==> src/rtl/logic_capture_pkg.sv <==
// logic_capture_pkg: shared state encoding and trigger constants for the capture engine
package logic_capture_pkg;
  typedef enum logic [1:0] {IDLE, ARMED, POST, DONE} state_t;
  localparam logic TRIG_TYPE_LEVEL = 1'b0;
  localparam logic TRIG_TYPE_EDGE = 1'b1;
  localparam int NUM_STAGES = 8;
endpackage

==> src/rtl/trig_stage_match.sv <==
// trig_stage_match: one trigger stage, compares current/previous sample against mask/type/level
module trig_stage_match
  import logic_capture_pkg::*;
#(
  parameter int size = 32
) (
  input  logic [size-1:0] mask,
  input  logic [size-1:0] typ,
  input  logic [size-1:0] level,
  input  logic [size-1:0] cur,
  input  logic [size-1:0] prev,
  output logic            match,
  output logic            unused
);
  logic [size-1:0] edge_sel, edge_ok, lvl_ok;
  assign edge_sel = TRIG_TYPE_EDGE ? typ : ~typ;
  assign edge_ok = (level & ~prev & cur) | (~level & prev & ~cur);
  assign lvl_ok = ~(cur ^ level);
  assign match = &(~mask | (edge_sel & edge_ok) | (~edge_sel & lvl_ok));
  assign unused = ~|mask;
endmodule

==> src/rtl/logic_capture_core.sv <==
// logic_capture_core: divided-rate sampler with 8-stage sequential trigger and stream output
module logic_capture_core
  import logic_capture_pkg::*;
#(
  parameter int size = 32,
  parameter int max_div = 32,
  parameter int saddr_w = 24
) (
  input  logic                       clk,
  input  logic                       reset,
  input  logic [$clog2(max_div)-1:0] ckdiv,
  input  logic [size-1:0]            dinput,
  input  logic                       arm,
  input  logic                       abort,
  input  logic [size-1:0]            trig_level1_mask,
  input  logic [size-1:0]            trig_level1_type,
  input  logic [size-1:0]            trig_level1_level,
  input  logic [size-1:0]            trig_level2_mask,
  input  logic [size-1:0]            trig_level2_type,
  input  logic [size-1:0]            trig_level2_level,
  input  logic [size-1:0]            trig_level3_mask,
  input  logic [size-1:0]            trig_level3_type,
  input  logic [size-1:0]            trig_level3_level,
  input  logic [size-1:0]            trig_level4_mask,
  input  logic [size-1:0]            trig_level4_type,
  input  logic [size-1:0]            trig_level4_level,
  input  logic [size-1:0]            trig_level5_mask,
  input  logic [size-1:0]            trig_level5_type,
  input  logic [size-1:0]            trig_level5_level,
  input  logic [size-1:0]            trig_level6_mask,
  input  logic [size-1:0]            trig_level6_type,
  input  logic [size-1:0]            trig_level6_level,
  input  logic [size-1:0]            trig_level7_mask,
  input  logic [size-1:0]            trig_level7_type,
  input  logic [size-1:0]            trig_level7_level,
  input  logic [size-1:0]            trig_level8_mask,
  input  logic [size-1:0]            trig_level8_type,
  input  logic [size-1:0]            trig_level8_level,
  input  logic [saddr_w-1:0]         post_trigger_count,
  input  logic [saddr_w-1:0]         buffer_size,
  output logic [size-1:0]            tdata,
  output logic                       tvalid,
  input  logic                       tready,
  output logic                       srst,
  output logic                       overrun,
  output logic                       armed,
  output logic                       triggered,
  output logic                       done,
  output logic                       ready,
  output logic [saddr_w-1:0]         trigger_pos
);
  localparam int DW = $clog2(max_div);
  localparam int SW = $clog2(NUM_STAGES);
  state_t state, state_nxt;
  logic [DW-1:0] div_cnt;
  logic [saddr_w-1:0] scnt, pcnt, scnt_nxt, pcnt_nxt;
  logic [SW-1:0] stg;
  logic [NUM_STAGES-1:0] match, unused;
  logic [NUM_STAGES:0] unused_x;
  logic [size-1:0] t_mask [NUM_STAGES];
  logic [size-1:0] t_type [NUM_STAGES];
  logic [size-1:0] t_level [NUM_STAGES];
  logic active, start, abort_act, strobe, stg_last, stg_adv, fire, post_end;
  assign t_mask = '{trig_level1_mask, trig_level2_mask, trig_level3_mask, trig_level4_mask,
                    trig_level5_mask, trig_level6_mask, trig_level7_mask, trig_level8_mask};
  assign t_type = '{trig_level1_type, trig_level2_type, trig_level3_type, trig_level4_type,
                    trig_level5_type, trig_level6_type, trig_level7_type, trig_level8_type};
  assign t_level = '{trig_level1_level, trig_level2_level, trig_level3_level, trig_level4_level,
                     trig_level5_level, trig_level6_level, trig_level7_level, trig_level8_level};
  for (genvar i = 0; i < NUM_STAGES; i++) begin : g_stage
    trig_stage_match #(.size(size)) u_match (
      .mask(t_mask[i]),
      .typ(t_type[i]),
      .level(t_level[i]),
      .cur(dinput),
      .prev(tdata),
      .match(match[i]),
      .unused(unused[i])
    );
  end
  assign active = state == ARMED || state == POST;
  assign start = (state == IDLE || state == DONE) && arm;
  assign abort_act = active && abort;
  assign strobe = active && !abort && div_cnt == ckdiv;
  assign unused_x = {1'b1, unused};
  assign stg_last = unused_x[{1'b0, stg} + 1'b1];
  assign fire = strobe && state == ARMED && (unused[stg] || (match[stg] && stg_last));
  assign stg_adv = strobe && state == ARMED && match[stg] && !unused[stg] && !stg_last;
  assign scnt_nxt = scnt + 1'b1;
  assign pcnt_nxt = pcnt + 1'b1;
  assign post_end = strobe && state == POST && pcnt_nxt == post_trigger_count;
  // state register
  always_ff @(posedge clk) state <= !reset ? IDLE : state_nxt;
  // next state: arm, abort, trigger and end of post-capture
  always_comb begin
    state_nxt = start ? ARMED
              : abort_act ? IDLE
              : fire ? (post_trigger_count == '0 ? DONE : POST)
              : post_end ? DONE
              : state;
  end
  // status outputs decoded from state
  always_comb begin
    ready = state == IDLE || state == DONE;
    armed = state == ARMED;
    triggered = state == POST;
    done = state == DONE;
  end
  // divider, sample/stream register, counters and trigger position
  always_ff @(posedge clk) begin
    if (!reset) begin
      div_cnt <= '0;
      tdata <= '0;
      tvalid <= 1'b0;
      overrun <= 1'b0;
      srst <= 1'b0;
      scnt <= '0;
      pcnt <= '0;
      stg <= '0;
      trigger_pos <= '0;
    end else begin
      div_cnt <= (active && !strobe && !abort) ? div_cnt + 1'b1 : '0;
      srst <= !start;
      if (start) begin
        overrun <= 1'b0;
        scnt <= '0;
        pcnt <= '0;
        stg <= '0;
      end
      if (abort_act) tvalid <= 1'b0;
      else if (strobe) begin
        tvalid <= 1'b1;
        tdata <= dinput;
        if (tvalid && !tready) overrun <= 1'b1;
        scnt <= scnt_nxt == buffer_size ? '0 : scnt_nxt;
        if (fire) trigger_pos <= scnt;
        if (stg_adv) stg <= stg + 1'b1;
        if (state == POST) pcnt <= pcnt_nxt;
      end else if (tready) tvalid <= 1'b0;
    end
  end
endmodule

==> config.mk <==
export PLATFORM = sky130hd
export DESIGN_NAME = logic_capture_core
export DESIGN_NICKNAME = d
export VERILOG_FILES = /design/src/rtl/logic_capture_pkg.sv /design/src/rtl/trig_stage_match.sv /design/src/rtl/logic_capture_core.sv
export SDC_FILE = /design/constraint.sdc
export NUM_CORES = 1
export LEC_CHECK = 0
export CAP_MARGIN = 40
export CORE_AREA = 10 10 350 352
export CTS_BUF_LIST = sky130_fd_sc_hd__clkbuf_16
export DETAILED_ROUTE_END_ITERATION = 10
export DIE_AREA = 0 0 360 362
export GPL_TIMING_DRIVEN = 1
export PLACE_DENSITY = 0.33
export SLEW_MARGIN = 30
export SYNTH_ARGS = -nofsm -noshare
export SYNTH_HDL_FRONTEND = slang
export SYNTH_SLANG_ARGS = --single-unit
==> constraint.sdc <==
create_clock -name clk -period 8 [get_ports clk]
set_clock_uncertainty 0.2 [all_clocks]
set_input_delay 0.8 -clock clk [delete_from_list [all_inputs] [get_ports clk]]
set_output_delay 0.8 -clock clk [all_outputs]
set_load 0.02 [all_outputs]
# == Word-level counts from Yosys, hierarchy flattened ==
# Cells that the tools add are included.
# classes
n_addsub,5
order_cmp,2
n_eq_ne,6
n_mux,29
n_bitwise,116
reduce_logical,58
# op_table
op,count
32-bit AND,48
32-bit NOT,34
32-bit OR,24
32-bit AND reduction,8
32-bit OR reduction,8
32-bit XOR,8
24-bit two-way mux,8
24-bit by 1-bit adder with 24-bit output (second input constant),2
24-bit == test,2
24-bit logical NOT,1
1-bit logical AND,15
1-bit logical NOT,14
1-bit two-way mux,12
3-bit two-way mux,4
1-bit binary-select mux with 3-bit select,2
5-bit by 1-bit adder with 5-bit output (second input constant),1
5-bit == test,1
4-bit by 5-bit less-than comparator with 1-bit output (second input constant),1
3-bit by 1-bit adder with 4-bit output (second input constant),1
1-bit binary-select mux with 4-bit select,1
2-bit == test (second input constant),2
3-bit by 4-bit less-than comparator with 1-bit output (second input constant),1
2-bit two-way mux,2
2-bit AND reduction,2
10 further kinds,14
# totals
ff_bits,117
inputBits,858
output_inout_bits,63
word_cells,227

# == Depth between registers and ports, before layout ==
# logic_depth
depth_word,16
mapped_depth,12
ltp_nobuf,10

# == Modules after synthesis ==
# Synthesis repeated with hierarchy kept, for this count alone.
# unflattened
hier_cells,2203
area_unflattened_um2,15149.5
# by_module_without_submodules
mod,instances,cells_each,area_each_um2,seq_area_each_um2
trig_stage_match,8,169,1022.2,0.0
logic_capture_core,1,851,6971.7,2342.2

# == Worst setup path after synthesis ==
# No wires, ideal clock.
# synth_path
path_kind,input -> register
from,input dinput[23]
to,register trigger_pos[10]
setup_ps,72
t_arrival_ps,3013
required_ps,7728
setup_slack_ps,4715
stages,11
path_buffers,2
cell_sequence,clkbuf_1 -> nor2_1 -> a22oi_1 -> a2111oi_0 -> nand4_1 -> o31ai_1 -> o21ai_0 -> o32a_1 -> o22ai_4 -> buf_4 -> mux2i_1
# synth_between
elab_chain_cells,13
elab_cells_between_ends,87
cone_classes,mux (2); bitwise (73); reduce/logical (12)
# synth_lines
item,line,rtl
start: declaration,logic_capture_core.sv:12,"input logic [size-1:0] dinput,"
32-bit NOT,trig_stage_match.sv:17,assign edge_ok = (level & ~prev & cur) | (~level & prev & ~cur);
32-bit AND,trig_stage_match.sv:17,
32-bit OR,trig_stage_match.sv:17,
32-bit AND,trig_stage_match.sv:19,assign match = &(~mask | (edge_sel & edge_ok) | (~edge_sel & lvl_ok));
32-bit OR (2 in series),trig_stage_match.sv:19,
32-bit AND reduction,trig_stage_match.sv:19,
1-bit binary-select mux with 3-bit select (*),logic_capture_core.sv:87,assign fire = strobe && state == ARMED && (unused[stg] || (match[stg] && stg_last));
1-bit two-way mux (implied by the code) (*),logic_capture_core.sv:87,
1-bit logical AND (*),logic_capture_core.sv:87,
1-bit logical OR (*),logic_capture_core.sv:87,
1-bit logical AND (*),logic_capture_core.sv:87,
3-bit AND reduction (no source line) (*),n/a,
end signal: assignment,logic_capture_core.sv:136,if (fire) trigger_pos <= scnt;
end: declaration,logic_capture_core.sv:50,output logic [saddr_w-1:0] trigger_pos
# Mark *: on every way between the ends. The rest lies on a longest branch, timed or not. The select of a mux whose other input is x is not followed.
# A chain may end at the register's enable or synchronous reset.

# == Worst setup path after layout ==
# layout_path
from,input trig_level7_mask[1]
to,register trigger_pos[13]
# layout_between
elab_chain_cells,10
elab_cells_between_ends,16
cone_classes,mux (6); bitwise (3); reduce/logical (7)
# layout_lines
item,line,rtl
start: declaration,logic_capture_core.sv:33,"input logic [size-1:0] trig_level7_mask,"
32-bit NOT,trig_stage_match.sv:19,
32-bit OR (2 in series),trig_stage_match.sv:19,
32-bit AND reduction,trig_stage_match.sv:19,
1-bit binary-select mux with 3-bit select,logic_capture_core.sv:87,
1-bit two-way mux (implied by the code),logic_capture_core.sv:87,
1-bit logical AND,logic_capture_core.sv:87,
1-bit logical OR (*),logic_capture_core.sv:87,
1-bit logical AND (*),logic_capture_core.sv:87,
3-bit AND reduction (no source line) (*),n/a,
# Marked as above.

==> flow_summary.ini <==
[cts]
root_buffer = clkbuf_16
clkSinkCount = 117
htree_levels = 4
cts_max_path_buffers = 2
cts_hold_buffers = 0
tritoncts = built
postCtsSetupBuffers = 0
cts_resized = 0
cts_buffers = 17
clk_pin_slew_worst_paths_ns = 0.07
clock_latency_ns = 0.49

[yosys]
syn_inst = 2308
ys_warn_count = 0
synth_ff_type = dfxtp_1
synth_area_um2 = 14900
synthesis.nets = 3174
synth_area_per_cell_um2 = 6.48
ys_types = 64
synth-seq-area-share = 0.157
synthArstFlopShare = 0
ys_ff_latch = 117
synth_edf_count = 0

[floorplan]
fp-row-count = 125
die_y_um = 362
core_area_um2 = 115000
fp.dieArea_um2 = 130000
initial_core_util = 0.129
io_pins = 921
die_x_um = 360

[routing]
first_pass_iters = 5
wl_per_cell_um = 36.4
wl_um = 174000
drcViolationCount = 0
viasPerCell = 4.68
drtIter0Drc = 1955
ant_nets = 0
via_count = 22308

[worst_setup_path]
worst_ep_arrival_time_ns = 5.34
worst-path-max-fanout = 26
cp-end-kind = flip-flop
cpPeakStageDelay_ns = 0.87
critical_path_required_ns = 8.22
r2r_slack_ns = 3.42
critical_path.slowest_cell = nor4_2
cp_top_family = simple AND/OR/NAND/NOR gates
crit_top_cell = mux2i_1
crit_buf_inv = 2
critical_path.startpoint_type = primary input
crit_chain = clkdlybuf4s50_1 -> nor4_2 -> nand4_1 -> nor2_1 -> mux4_2 -> mux2i_1 -> a221oi_1 -> nand3_1 -> o22ai_4 -> buf_4 -> mux2i_1
path_class = in2reg

[timing]
clock.fmax_mhz = 195
finalSetupViolations = 0
hold_viol = 0
finalSetupTns_ns = 0
slew_violations = 0
min_period_ns = 5.12
tightestPinTransition_ns = 1.04
slew_headroom = 0.306
whs_ns = 0.257
period_share = 0.640
rsz0062_at_grt = no

[finish]
drive_gt1_frac = 0.0494
fin_util = 0.234
layout_commonest_cell = clkdlybuf4s50_1
syn2layout_area_growth_pct = 80.6
nNetsFinal = 4053
fillers = 12927
stdcell_count = 4767
final_cell_mix = 916 x clkdlybuf4s50_1, 283 x nor2_1, 259 x nand2_1, 152 x inv_1, 148 x nand2b_1
seqCellArea_um2 = 2350
multi_input_area_um2 = 11500

[run]
maxCapViolations = 0

[power_and_ir_drop]
power.density_nw_per_um2 = 93.8
p_leak_nw = 9.33
ir_drop_uv = 91.4

[placement]
place_congestion = 0.941
dpl.hpwl_um = 152000
place_inst = 4682
io_buffers = 920

[outcome]
status = finished, final reports clean

[global_routing]
gr-total-overflow = 0
grtUsageTotal = 0.254
grt_pass1_wl_um = 222000
first_global_vias = 21667
antenna_found_initial = 103
grt_max_degree = 61

[hold_path]
hold_class = reg2reg
[final timing paths]
check,cells past startpoint,endpoint,from
min reg2reg,2,trigger_pos[9],trigger_pos[9]
max,11,trigger_pos[13],trig_level7_mask[1]
max reg2reg,10,trigger_pos[13],tdata[14]
min,2,trigger_pos[9],trigger_pos[9]
[routing by layer]
layer | part of all wire | global-route usage
met1 | 0.40 | 0.291
met5 | 0.0030 | 0
met3 | 0.072 | 0.0754
met2 | 0.50 | 0.457
met4 | 0.026 | 0.0665
[metrics by stage]
| step | total power [mW] | setup WS [ns] | cell area [µm²] |
|---|---|---|---|
| after floorplan | 0.873 | 4.71 | 14900 |
| after global placement | 1.64 | 1.90 | 25900 |
| after detailed placement | 1.65 | 2.39 | 26200 |
| after CTS | 2.59 | 2.93 | 26800 |
| after global routing | 2.64 | 2.80 | 26900 |
| final | 2.53 | 2.88 | 27000 |
[area by class of cell]
type,instances,share of cell area
tap,1524,0.0707
clock buffer,17,0.0158
multi-input combinational,1890,0.426
inverter,152,0.0212
timing repair buffer,1009,0.368
antenna,43,0.00399
sequential,117,0.0870
clock inverter,15,0.00714
[state kept, by name, indices dropped and copies added, names as in the netlist]
register / count
srst: 1
pcnt: 24
div_cnt: 5
scnt: 24
state: 2
tvalid: 1
stg: 3
trigger_pos: 24
tdata: 32
overrun: 1
[Yosys cell counts (5+ instances only)]
cell | instances | area share
nor2_1 | 283 | 0.071
nand2_1 | 259 | 0.065
inv_1 | 152 | 0.038
nand2b_1 | 148 | 0.062
a21boi_0 | 142 | 0.071
nand3_1 | 142 | 0.048
dfxtp_1 | 117 | 0.16
o21ai_0 | 117 | 0.039
a22oi_1 | 100 | 0.050
clkbuf_1 | 90 | 0.023
nor4_1 | 87 | 0.036
a21oi_1 | 86 | 0.029
a32oi_1 | 80 | 0.047
nand4_1 | 64 | 0.027
xnor2_1 | 51 | 0.030
buf_2 | 50 | 0.017
a221oi_1 | 43 | 0.025
mux2i_1 | 42 | 0.028
xor2_1 | 30 | 0.018
nor2b_1 | 29 | 0.012
nor3_1 | 26 | 0.0087
o311ai_0 | 25 | 0.015
a2111oi_0 | 15 | 0.0088
a31oi_1 | 11 | 0.0046
and2_1 | 10 | 0.0042
and3_1 | 10 | 0.0042
a21o_1 | 8 | 0.0040
ha_1 | 8 | 0.0067
nand3b_1 | 8 | 0.0040
and4_1 | 7 | 0.0041
buf_4 | 5 | 0.0025
[worst register-to-register path, delay by kind of cell, from the launching register on]
family / cells / cell delay (ns)
multiplexers: 1 / 0.31
buffers and inverters: 2 / 0.77
flip-flops: 1 / 0.52
AO/OA/AOI/OAI: 5 / 2.03
AND/OR/NAND/NOR: 2 / 0.70
[kinds of logic after synthesis]
family,Yosys count,share of synthesized area
flops,117,0.157
xor+xnor,81,0.0475
fa+ha+maj,8,0.00670
simple gates,1093,0.358
mux,46,0.0342
buf+inv,301,0.0816
compound gates,662,0.315
[where the power goes]
group,switching (mW),internal (mW)
logic,0.515,0.530
clock network,0.400,0.499
registers,0.00370,0.584
total,0.919,1.61
(Power assumes the default switching activity.)
